<file path="src/rtl/histo_pkg.sv">
// rtl/histo_pkg.sv - shared histogram readout types and default sizes
package histo_pkg;

  localparam int HRS_NCH    = 64;
  localparam int HRS_NWORDS = 8;
  localparam int HRS_WIDTH  = 32;

  localparam logic [7:0] HRS_HDR_MAGIC = 8'hA5;

  typedef enum logic [2:0] {
    IDLE,
    SELECT,
    SETTLE_WAIT,
    XFER,
    CLEAR,
    NEXT
  } hrs_state_t;

endpackage

</file>
<file path="src/rtl/hrs_snapshot_buf.sv">
// rtl/hrs_snapshot_buf.sv - NWORDS x WIDTH histogram capture register with word read mux
module hrs_snapshot_buf
  import histo_pkg::*;
#(
  parameter int NWORDS = HRS_NWORDS,
  parameter int WIDTH  = HRS_WIDTH,
  parameter int IW     = (NWORDS > 1) ? $clog2(NWORDS) : 1
) (
  input  logic                    clk,
  input  logic                    load,
  input  logic [NWORDS*WIDTH-1:0] din,
  input  logic [IW-1:0]           rd_idx,
  output logic [WIDTH-1:0]        rd_data
);

  logic [WIDTH-1:0] mem [NWORDS];

  // Contents are don't-care until the first load, so no reset.
  always_ff @(posedge clk) begin
    if (load) begin
      for (int k = 0; k < NWORDS; k++) begin
        mem[k] <= din[k*WIDTH +: WIDTH];
      end
    end
  end

  assign rd_data = mem[rd_idx];

endmodule

</file>
<file path="src/rtl/histo_readout_seq.sv">
// rtl/histo_readout_seq.sv - steps histostosend over a channel range and streams snapshots
// Optional per-channel header word: define HRS_HEADER_EN.
module histo_readout_seq
  import histo_pkg::*;
#(
  parameter int NCH    = HRS_NCH,
  parameter int NWORDS = HRS_NWORDS,
  parameter int WIDTH  = HRS_WIDTH,
  parameter int SETTLE = 3
) (
  input  logic                    clk,
  input  logic                    nrst,
  input  logic                    start,
  input  logic [7:0]              first_ch,
  input  logic [7:0]              last_ch,
  input  logic                    clear_after,
  input  logic                    abort,
  output logic [7:0]              hist_sel,
  output logic                    hist_reset,
  input  logic [NWORDS*WIDTH-1:0] hist_data,
  output logic [WIDTH-1:0]        out_data,
  output logic                    out_valid,
  input  logic                    out_ready,
  output logic                    out_last,
  output logic                    busy,
  output logic                    done,
  output logic                    err_range
);

`ifdef HRS_HEADER_EN
  localparam int HDR = 1;
`else
  localparam int HDR = 0;
`endif
  localparam int NW_CH = NWORDS + HDR;
  localparam int IW    = (NWORDS > 1) ? $clog2(NWORDS) : 1;
  localparam int WW    = $clog2(NW_CH + 1);
  localparam int CW    = (SETTLE > 1) ? $clog2(SETTLE) : 1;

  localparam logic [WW-1:0] W_LAST   = WW'(NW_CH - 1);
  localparam logic [CW-1:0] CNT_INIT = CW'(SETTLE - 1);
  localparam logic [8:0]    NCH9     = 9'(NCH);

  hrs_state_t        state;
  logic [7:0]        ch;
  logic [7:0]        last_q;
  logic              clr_q;
  logic [CW-1:0]     cnt;
  logic [WW-1:0]     w;
  logic [WW-1:0]     sel_idx;
  logic [IW-1:0]     rd_idx;
  logic [WIDTH-1:0]  rd_data;
  logic [WIDTH-1:0]  nxt_word;
  logic              snap_load;

`ifdef HRS_HEADER_EN
  logic [15:0]       seq_cnt;
  logic [15:0]       seq_cur;
`endif

  assign busy      = (state != IDLE);
  assign snap_load = (state == SETTLE_WAIT) && (cnt == '0);

  hrs_snapshot_buf #(
    .NWORDS (NWORDS),
    .WIDTH  (WIDTH),
    .IW     (IW)
  ) u_buf (
    .clk     (clk),
    .load    (snap_load),
    .din     (hist_data),
    .rd_idx  (rd_idx),
    .rd_data (rd_data)
  );

  // Look one word ahead on a handshake so the stream runs at one word per cycle.
  always_comb begin
    sel_idx  = (out_valid && out_ready) ? (w + WW'(1)) : w;
    rd_idx   = IW'(sel_idx - WW'(HDR));
    nxt_word = rd_data;
`ifdef HRS_HEADER_EN
    if (sel_idx == '0) begin
      nxt_word = WIDTH'({HRS_HDR_MAGIC, ch, seq_cur});
    end
`endif
  end

  always_ff @(posedge clk) begin
    if (!nrst) begin
      state      <= IDLE;
      ch         <= '0;
      last_q     <= '0;
      clr_q      <= 1'b0;
      cnt        <= '0;
      w          <= '0;
      hist_sel   <= '0;
      hist_reset <= 1'b0;
      out_data   <= '0;
      out_valid  <= 1'b0;
      out_last   <= 1'b0;
      done       <= 1'b0;
      err_range  <= 1'b0;
`ifdef HRS_HEADER_EN
      seq_cnt    <= '0;
      seq_cur    <= '0;
`endif
    end else begin
      done      <= 1'b0;
      err_range <= 1'b0;
      if (state != IDLE && abort) begin
        state      <= IDLE;
        out_valid  <= 1'b0;
        out_last   <= 1'b0;
        hist_reset <= 1'b0;
      end else begin
        unique case (state)
          IDLE: begin
            if (start && !abort) begin
              if (first_ch > last_ch || {1'b0, last_ch} >= NCH9) begin
                err_range <= 1'b1;
              end else begin
                ch     <= first_ch;
                last_q <= last_ch;
                clr_q  <= clear_after;
                state  <= SELECT;
`ifdef HRS_HEADER_EN
                seq_cur <= seq_cnt;
                seq_cnt <= seq_cnt + 16'd1;
`endif
              end
            end
          end
          SELECT: begin
            hist_sel <= ch;
            cnt      <= CNT_INIT;
            state    <= SETTLE_WAIT;
          end
          SETTLE_WAIT: begin
            if (cnt == '0) begin
              w     <= '0;
              state <= XFER;
            end else begin
              cnt <= cnt - CW'(1);
            end
          end
          XFER: begin
            if (!out_valid || out_ready) begin
              if (out_valid && w == W_LAST) begin
                out_valid <= 1'b0;
                out_last  <= 1'b0;
                if (clr_q) begin
                  hist_reset <= 1'b1;
                  state      <= CLEAR;
                end else begin
                  state <= NEXT;
                end
              end else begin
                out_valid <= 1'b1;
                out_data  <= nxt_word;
                out_last  <= (sel_idx == W_LAST) && (ch == last_q);
                if (out_valid) begin
                  w <= w + WW'(1);
                end
              end
            end
          end
          CLEAR: begin
            hist_reset <= 1'b0;
            state      <= NEXT;
          end
          NEXT: begin
            if (ch == last_q) begin
              done  <= 1'b1;
              state <= IDLE;
            end else begin
              ch    <= ch + 8'd1;
              state <= SELECT;
            end
          end
          default: state <= IDLE;
        endcase
      end
    end
  end

endmodule

</file>
<file path="config.mk">
export PLATFORM = sky130hd
export DESIGN_NAME = histo_readout_seq
export DESIGN_NICKNAME = d
export VERILOG_FILES = /design/src/rtl/histo_pkg.sv /design/src/rtl/hrs_snapshot_buf.sv /design/src/rtl/histo_readout_seq.sv
export SDC_FILE = /design/constraint.sdc
export NUM_CORES = 1
export LEC_CHECK = 0
export ABC_AREA = 1
export CAP_MARGIN = 10
export CORE_MARGIN = 8
export CORE_UTILIZATION = 50
export DETAILED_ROUTE_END_ITERATION = 12
export PLACE_DENSITY = 0.81
export SLEW_MARGIN = 15
export SYNTH_ARGS = -nofsm -noshare
export SYNTH_HDL_FRONTEND = slang
export SYNTH_SLANG_ARGS = --single-unit
</file>
<file path="constraint.sdc">
create_clock -name clk -period 14.8 [get_ports clk]
set_input_delay 2.22 -clock clk [delete_from_list [all_inputs] [get_ports clk]]
set_output_delay 2.22 -clock clk [all_outputs]
set_load 0.005 [all_outputs]
</file>
=== Word-level counts from Yosys, hierarchy flattened ===
Memories as Yosys holds them, arrays and structs flattened. A register that Yosys moved wholly into a read port is not among the register bits.
Index checks and enable logic that the tools add are counted.

* Flip-flop bits (word level): 39
* Latch bits: 0
* RAM bits: 256
* Memory bits (read-only): 0
* Output and inout bits: 46
* Memories: 1

{| class="wikitable"
|+ Memories
! name !! depth !! bits a word !! rd ports !! clocked after Yosys merged registers in !! write ports !! line !! RTL
|-
| u_buf.mem || 8 || 32 || 1 || 1 || 8 || hrs_snapshot_buf.sv:16 || <nowiki>logic [WIDTH-1:0] mem [NWORDS];</nowiki>
|}

* Add/sub/neg operators: 3
* Multiply operators: 0
* Div/mod/pow operators: 0
* Magnitude comparators: 2
* Equality and inequality tests: 18
* Shifts and indexed selects: 0
* Mux-type cells: 30
* Bitwise operators: 7
* Reduce and logical (&&, ||, !) cells: 30

{| class="wikitable"
|+ Operators with widths
! kind !! number
|-
| two-way mux 8 bit || 3
|-
| two-way mux 4 bit || 5
|-
| != test 2 bit (second input constant) || 9
|-
| case mux 3 bit (6 select lines) || 1
|-
| case mux 8 bit (2 select lines) || 1
|-
| two-way mux 3 bit || 5
|-
| AND reduction 4 bit || 3
|-
| two-way mux 1 bit || 11
|-
| AND reduction 5 bit || 2
|-
| adder 8 x 1 -> 8 bit (second input constant) || 1
|-
| equality test 4 x 3 -> 1 bit (second input constant) || 2
|-
| equality test 8 bit || 1
|-
| greater-or-equal comparator 8 x 7 -> 1 bit (second input constant) || 1
|-
| > comparator 8 bit || 1
|-
| case mux 4 bit (2 select lines) || 1
|-
| nonzero test 2 bit || 4
|-
| inverter 1 bit || 7
|-
| equality test 3 x 2 -> 1 bit (second input constant) || 2
|-
| equality test 3 bit (second input constant) || 2
|-
| logical AND 1 bit || 6
|-
| AND reduction 6 bit || 1
|-
| adder 4 x 1 -> 4 bit (second input constant) || 1
|-
| case mux 2 bit (2 select lines) || 1
|-
| AND reduction 2 bit || 2
|-
| 14 further kinds || 17
|}

=== Depth between registers and ports, before layout ===
* Depth after elaboration: 5
* Mapped depth: 17
* Gate-level depth less buffers: 16

=== Modules after synthesis ===
Synthesis repeated with hierarchy kept, for this count alone.

* Cells, all modules: 1601
* Area total of the unflattened synthesis: 14839.2 sq um

{| class="wikitable"
|+ Modules (own cells, without submodules)
! module !! instances !! cells each !! area each (sq um)
|-
| hrs_snapshot_buf || 1 || 1107 || 11168.2
|-
| histo_readout_seq || 1 || 494 || 3671.0
|}

=== Least setup slack after synthesis ===
Ideal clock, no wire load.

* Path kind: register to register
* From: reg state[1]
* To: mem u_buf.mem[0][0] in the netlist's numbering (enable)
* Library setup time: 0.877 ns
* Arrival: 11.365 ns
* Path slack: 2.557 ns
* Stages on the path, launching flop included: 5
* Path buffers: 0
* Period minus slack after synthesis: 12.243 ns
* Cell sequence: dfxtp_1 > inv_1 > nor3_2 > inv_1 > nor2_1

{| class="wikitable"
|+ RTL lines
! what !! line !! RTL
|-
| start: declaration || histo_readout_seq.sv:44 || <nowiki>hrs_state_t state;</nowiki>
|-
| start signal: assignment || histo_readout_seq.sv:90 || <nowiki>state <= IDLE;</nowiki>
|-
| start signal: assignment || histo_readout_seq.sv:111 || <nowiki>state <= IDLE;</nowiki>
|-
| start signal: assignment || histo_readout_seq.sv:125 || <nowiki>state <= SELECT;</nowiki>
|-
| end: declaration || hrs_snapshot_buf.sv:16 ||
|}

=== Worst setup path in the final report ===
* From: in out_ready
* To: reg out_data[25], read port of u_buf.mem

* Longest elaborated chain between the ends: 2
* Elaborated cells on any way between the ends: 4

{| class="wikitable"
|+ RTL lines
! what !! line !! RTL
|-
| start: declaration || histo_readout_seq.sv:23 || <nowiki>input logic out_ready,</nowiki>
|-
| logical OR 1 bit / logical AND 1 bit (equally long branches) || histo_readout_seq.sv:147, histo_readout_seq.sv:78 ||
|-
| AND reduction 4 bit (no source line) / two-way mux 4 bit (equally long branches) || n/a ||
|-
| end: declaration || histo_readout_seq.sv:21 || <nowiki>output logic [WIDTH-1:0] out_data,</nowiki>
|}

Parallel ways exist; a longest one is shown, timed or not.
A chain may end at the register's enable or synchronous reset.

==> parameters.txt <==
Parameter                              Value

Run
  Number of violations of the max-capacitance limit    0

Synthesis
  Top FF cell, synth    sky130_fd_sc_hd__edfxtp_1
  Biggest area contributors in the synthesized netlist    sky130_fd_sc_hd__edfxtp_1, sky130_fd_sc_hd__dfxtp_1, sky130_fd_sc_hd__nor2_1
  Mean cell area of the mapped netlist    11.35 µm²
  Synthesis Warnings    0
  Synthesized area    0.01320 mm²
  Number of enable-type register cells in the synthesized netlist    256
  Fraction of synthesized cell area taken by the top area cell type    0.5823
  Share of synthesized flip-flops with an asynchronous set or reset    0
  Part of the Yosys area used for sequential elements    0.6900
  Synthesized net count    1452
  Top cell type by total area after synthesis    sky130_fd_sc_hd__edfxtp_1
  Distinct cell type count after synthesis    39
  Number of synthesized register bits    327
  Gate Count Post-Synth    1163

Routing
  Vias per inst    5.499
  Vias after detailed routing    10074
  Avg WL per Cell    21.68 µm
  Count of TritonRoute iterations in the first routing pass    5
  ANT nets after route    0
  Final wirelength    39720 µm
  Residual DRC    0
  Initial DRC Count    912

Placement
  DPL Wire Length    27530 µm
  Placer Congestion    0.8331
  Post-Place Cells    1764
  Buffers added on ports    323

CTS
  Clock latency on the worst-skew pair    0.51 ns
  Worst-path clk slew    0.06 ns
  Total setup buffers inserted after CTS    0
  CTS max path bufs    3
  Hold bufs inserted after CTS    0
  Count of instances resized after the clock tree is built    0
  CTS Root Cell    sky130_fd_sc_hd__clkbuf_16
  Sink count of the clock tree    327
  Cts bufs inserted    34
  CTS tree    done
  Htree depth    2

Global routing
  Total global routing overflow    0
  GR Util All Layers    0.2448
  Via count of the first global-routing pass    10495
  Initial antenna violation count    10
  First-pass GRT wire length    59110 µm
  Pin count of the biggest net entering global routing    89

Timing
  Tightest Pin Transition    1.127 ns
  Number of max-slew violations in the final report    0
  Final number of hold-violating endpoints    0
  Setup repair after global routing missed its margin    no
  Period utilization    0.3422
  Tightest slew margin relative to the limit    0.2476
  Final clock skew    0.02157 ns
  Worst hold margin    0.4710 ns
  Maximum clock frequency    197.5 MHz
  Final TNS setup    0 ns
  Min cycle time layout    5.064 ns
  Count of endpoints failing setup in the final report    0

Critical path
  Slack of the worst reg-to-reg path    11.48 ns
  Endpoint of the worst-slack reg-to-reg timing path    out_data[25]
  Count of cells along the worst register-to-register path    7
  Origin of the critical flop-to-flop path    out_valid
  Crit path DAT    5.51 ns
  Critical path data required time    15.24 ns
  CP startpoint kind    input port
  Worst Setup End Kind    flop
  Worst Setup Path Type    in -> reg
  CP Max Fanout    82

Cells and area
  Most frequent cells in the layout    sky130_fd_sc_hd__clkdlybuf4s50_1, sky130_fd_sc_hd__edfxtp_1, sky130_fd_sc_hd__nor2_1, sky130_fd_sc_hd__o21ai_1, sky130_fd_sc_hd__o21ai_0
  Count of placed standard cells in the final layout, fillers left out    1832
  Synthesis-to-layout area growth    34.52%
  Most common cell after layout, fill and taps aside    sky130_fd_sc_hd__clkdlybuf4s50_1
  Final #Nets    1755
  Fraction of final layout cells with drive strength greater than 1    0.05231

Die
  Die Y-Extent    178.5 µm
  Count of pins on the block boundary    324
  Die ar.    0.03186 mm²
  Std cell rows    59
  Placeable core region    0.02598 mm²
  Effective utilization at floorplan    0.5080
  Die X    178.5 µm

Power
  Proportion of power drawn by combinational gates    0.107
  Net switching power    0.0004803 W
  Part of the total power dissipated in sequential elements    0.483
  P_int    0.001690 W
  VDD IR-drop max    0.0001135 V
  Power density over the cells    122.2 mW/mm²
  Clk network pwr share    0.410
  Static power due to leakage    6.163 nW
  Net Sw Frac    0.2213

Hold path
  Capture endpoint of the worst hold path    last_q[7]
  Worst hold path startpoint    last_q[7]
  Worst min-delay path class    reg -> reg
  Number of stages on the worst hold path    2

Outcome
  Status    completed
[worst max path at each step]
stage / startpoint / endpoint / slack (ns) / cells past startpoint
2_1_floorplan: state[1] / u_buf.mem[0][0] / 2.56 / 4
5_1_grt: out_ready / out_data[25] / 9.48 / 8
6_report: out_ready / out_data[25] / 9.74 / 8
3_3_place_gp: out_ready / out_data[3] / 9.26 / 8
4_1_cts: out_ready / out_data[1] / 9.69 / 8
3_5_place_dp: out_ready / out_data[3] / 9.19 / 8
[Yosys cell counts, drive strengths merged, types with 2 or more instances]
| cell | n |
|---|---|
| a21oi | 65 |
| buf | 43 |
| clkbuf | 23 |
| dfxtp | 71 |
| edfxtp | 256 |
| ha | 11 |
| inv | 52 |
| nand2 | 72 |
| nand3 | 13 |
| nand4 | 7 |
| nor2 | 238 |
| nor3 | 8 |
| o211ai | 34 |
| o21ai | 250 |
| o31ai | 2 |
| xnor2 | 4 |
| xor2 | 7 |
[area by class of cell]
type | count | area [µm²]
diodes | 6 | 15.01
inverters | 53 | 200.2
well taps | 335 | 419.2
clock inverters | 15 | 221.5
fillers | 1841 | 8227
clock buffers | 46 | 937.1
flip-flops and latches | 327 | 9109
repair buffers | 333 | 3323
multi-input cells | 717 | 3533
[power by group through the flow]
| stage | logic, W | clock network, W | registers, W |
|---|---|---|---|
| floorplan | 0.000115 | 0 | 0.00107 |
| global placement | 0.000223 | 0 | 0.00107 |
| detailed placement | 0.000229 | 0 | 0.00107 |
| CTS | 0.000231 | 0.000901 | 0.00105 |
| global route | 0.000255 | 0.000938 | 0.00105 |
| finish | 0.000232 | 0.000890 | 0.00105 |
[sequential cells by signal (all words and copies together), names as in the netlist]
register and flops:
clr_q 1, hist_reset 1, done 1, err_range 1, out_valid 1, w 4
hist_sel 8, out_last 1, state 3, last_q 8, u_buf.mem 256, ch 8
cnt 2, out_data 32
[cells by family (layout without fill, tap and decap cells)]
group                      Yosys count  after routing  synth area share
muxes                                1              1         0.0007583
adders and majority gates           11             11           0.01043
AOI/OAI and AO/OA                  354            354            0.1422
xor gates and xnor gates            11             11          0.007867
other                                0              6                 0
buffers and inverters              119            447           0.04474
and+or+nand+nor                    340            340            0.1041
DFF                                327            327            0.6900
[critical path: stages]
cell and delay, ns:
sky130_fd_sc_hd__clkdlybuf4s50_1 0.52, sky130_fd_sc_hd__nand2_4 0.12, sky130_fd_sc_hd__xor2_4 0.90, sky130_fd_sc_hd__buf_4 0.84, sky130_fd_sc_hd__o21ai_1 0.12, sky130_fd_sc_hd__o211ai_1 0.45, sky130_fd_sc_hd__o21ai_1 0.14, sky130_fd_sc_hd__a21oi_1 0.14
[metal layers]
| metal | global-route usage | vias up | share of wire |
|---|---|---|---|
| met3 | 0.07409 | 92 | 0.088 |
| li1 | - | 4738 | - |
| met2 | 0.4394 | 456 | 0.52 |
| met5 | 0 | - | 0.0017 |
| met1 | 0.2587 | 4778 | 0.35 |
| met4 | 0.1154 | 10 | 0.043 |
[stage by stage]
step | worst slack [ns] | util | power [W] | cell area (µm²)
after floorplan | 2.557 | - | 0.001186 | 13200
after global placement | 9.259 | 0.6372 | 0.001289 | 16560
after detailed placement | 9.191 | 0.6372 | 0.001296 | 16560
after CTS | 9.695 | 0.6818 | 0.002180 | 17720
after global routing | 9.480 | 0.6834 | 0.002244 | 17760
final | 9.736 | 0.6834 | 0.002170 | 17760
No activity file was read; power rests on OpenSTA's default activity.
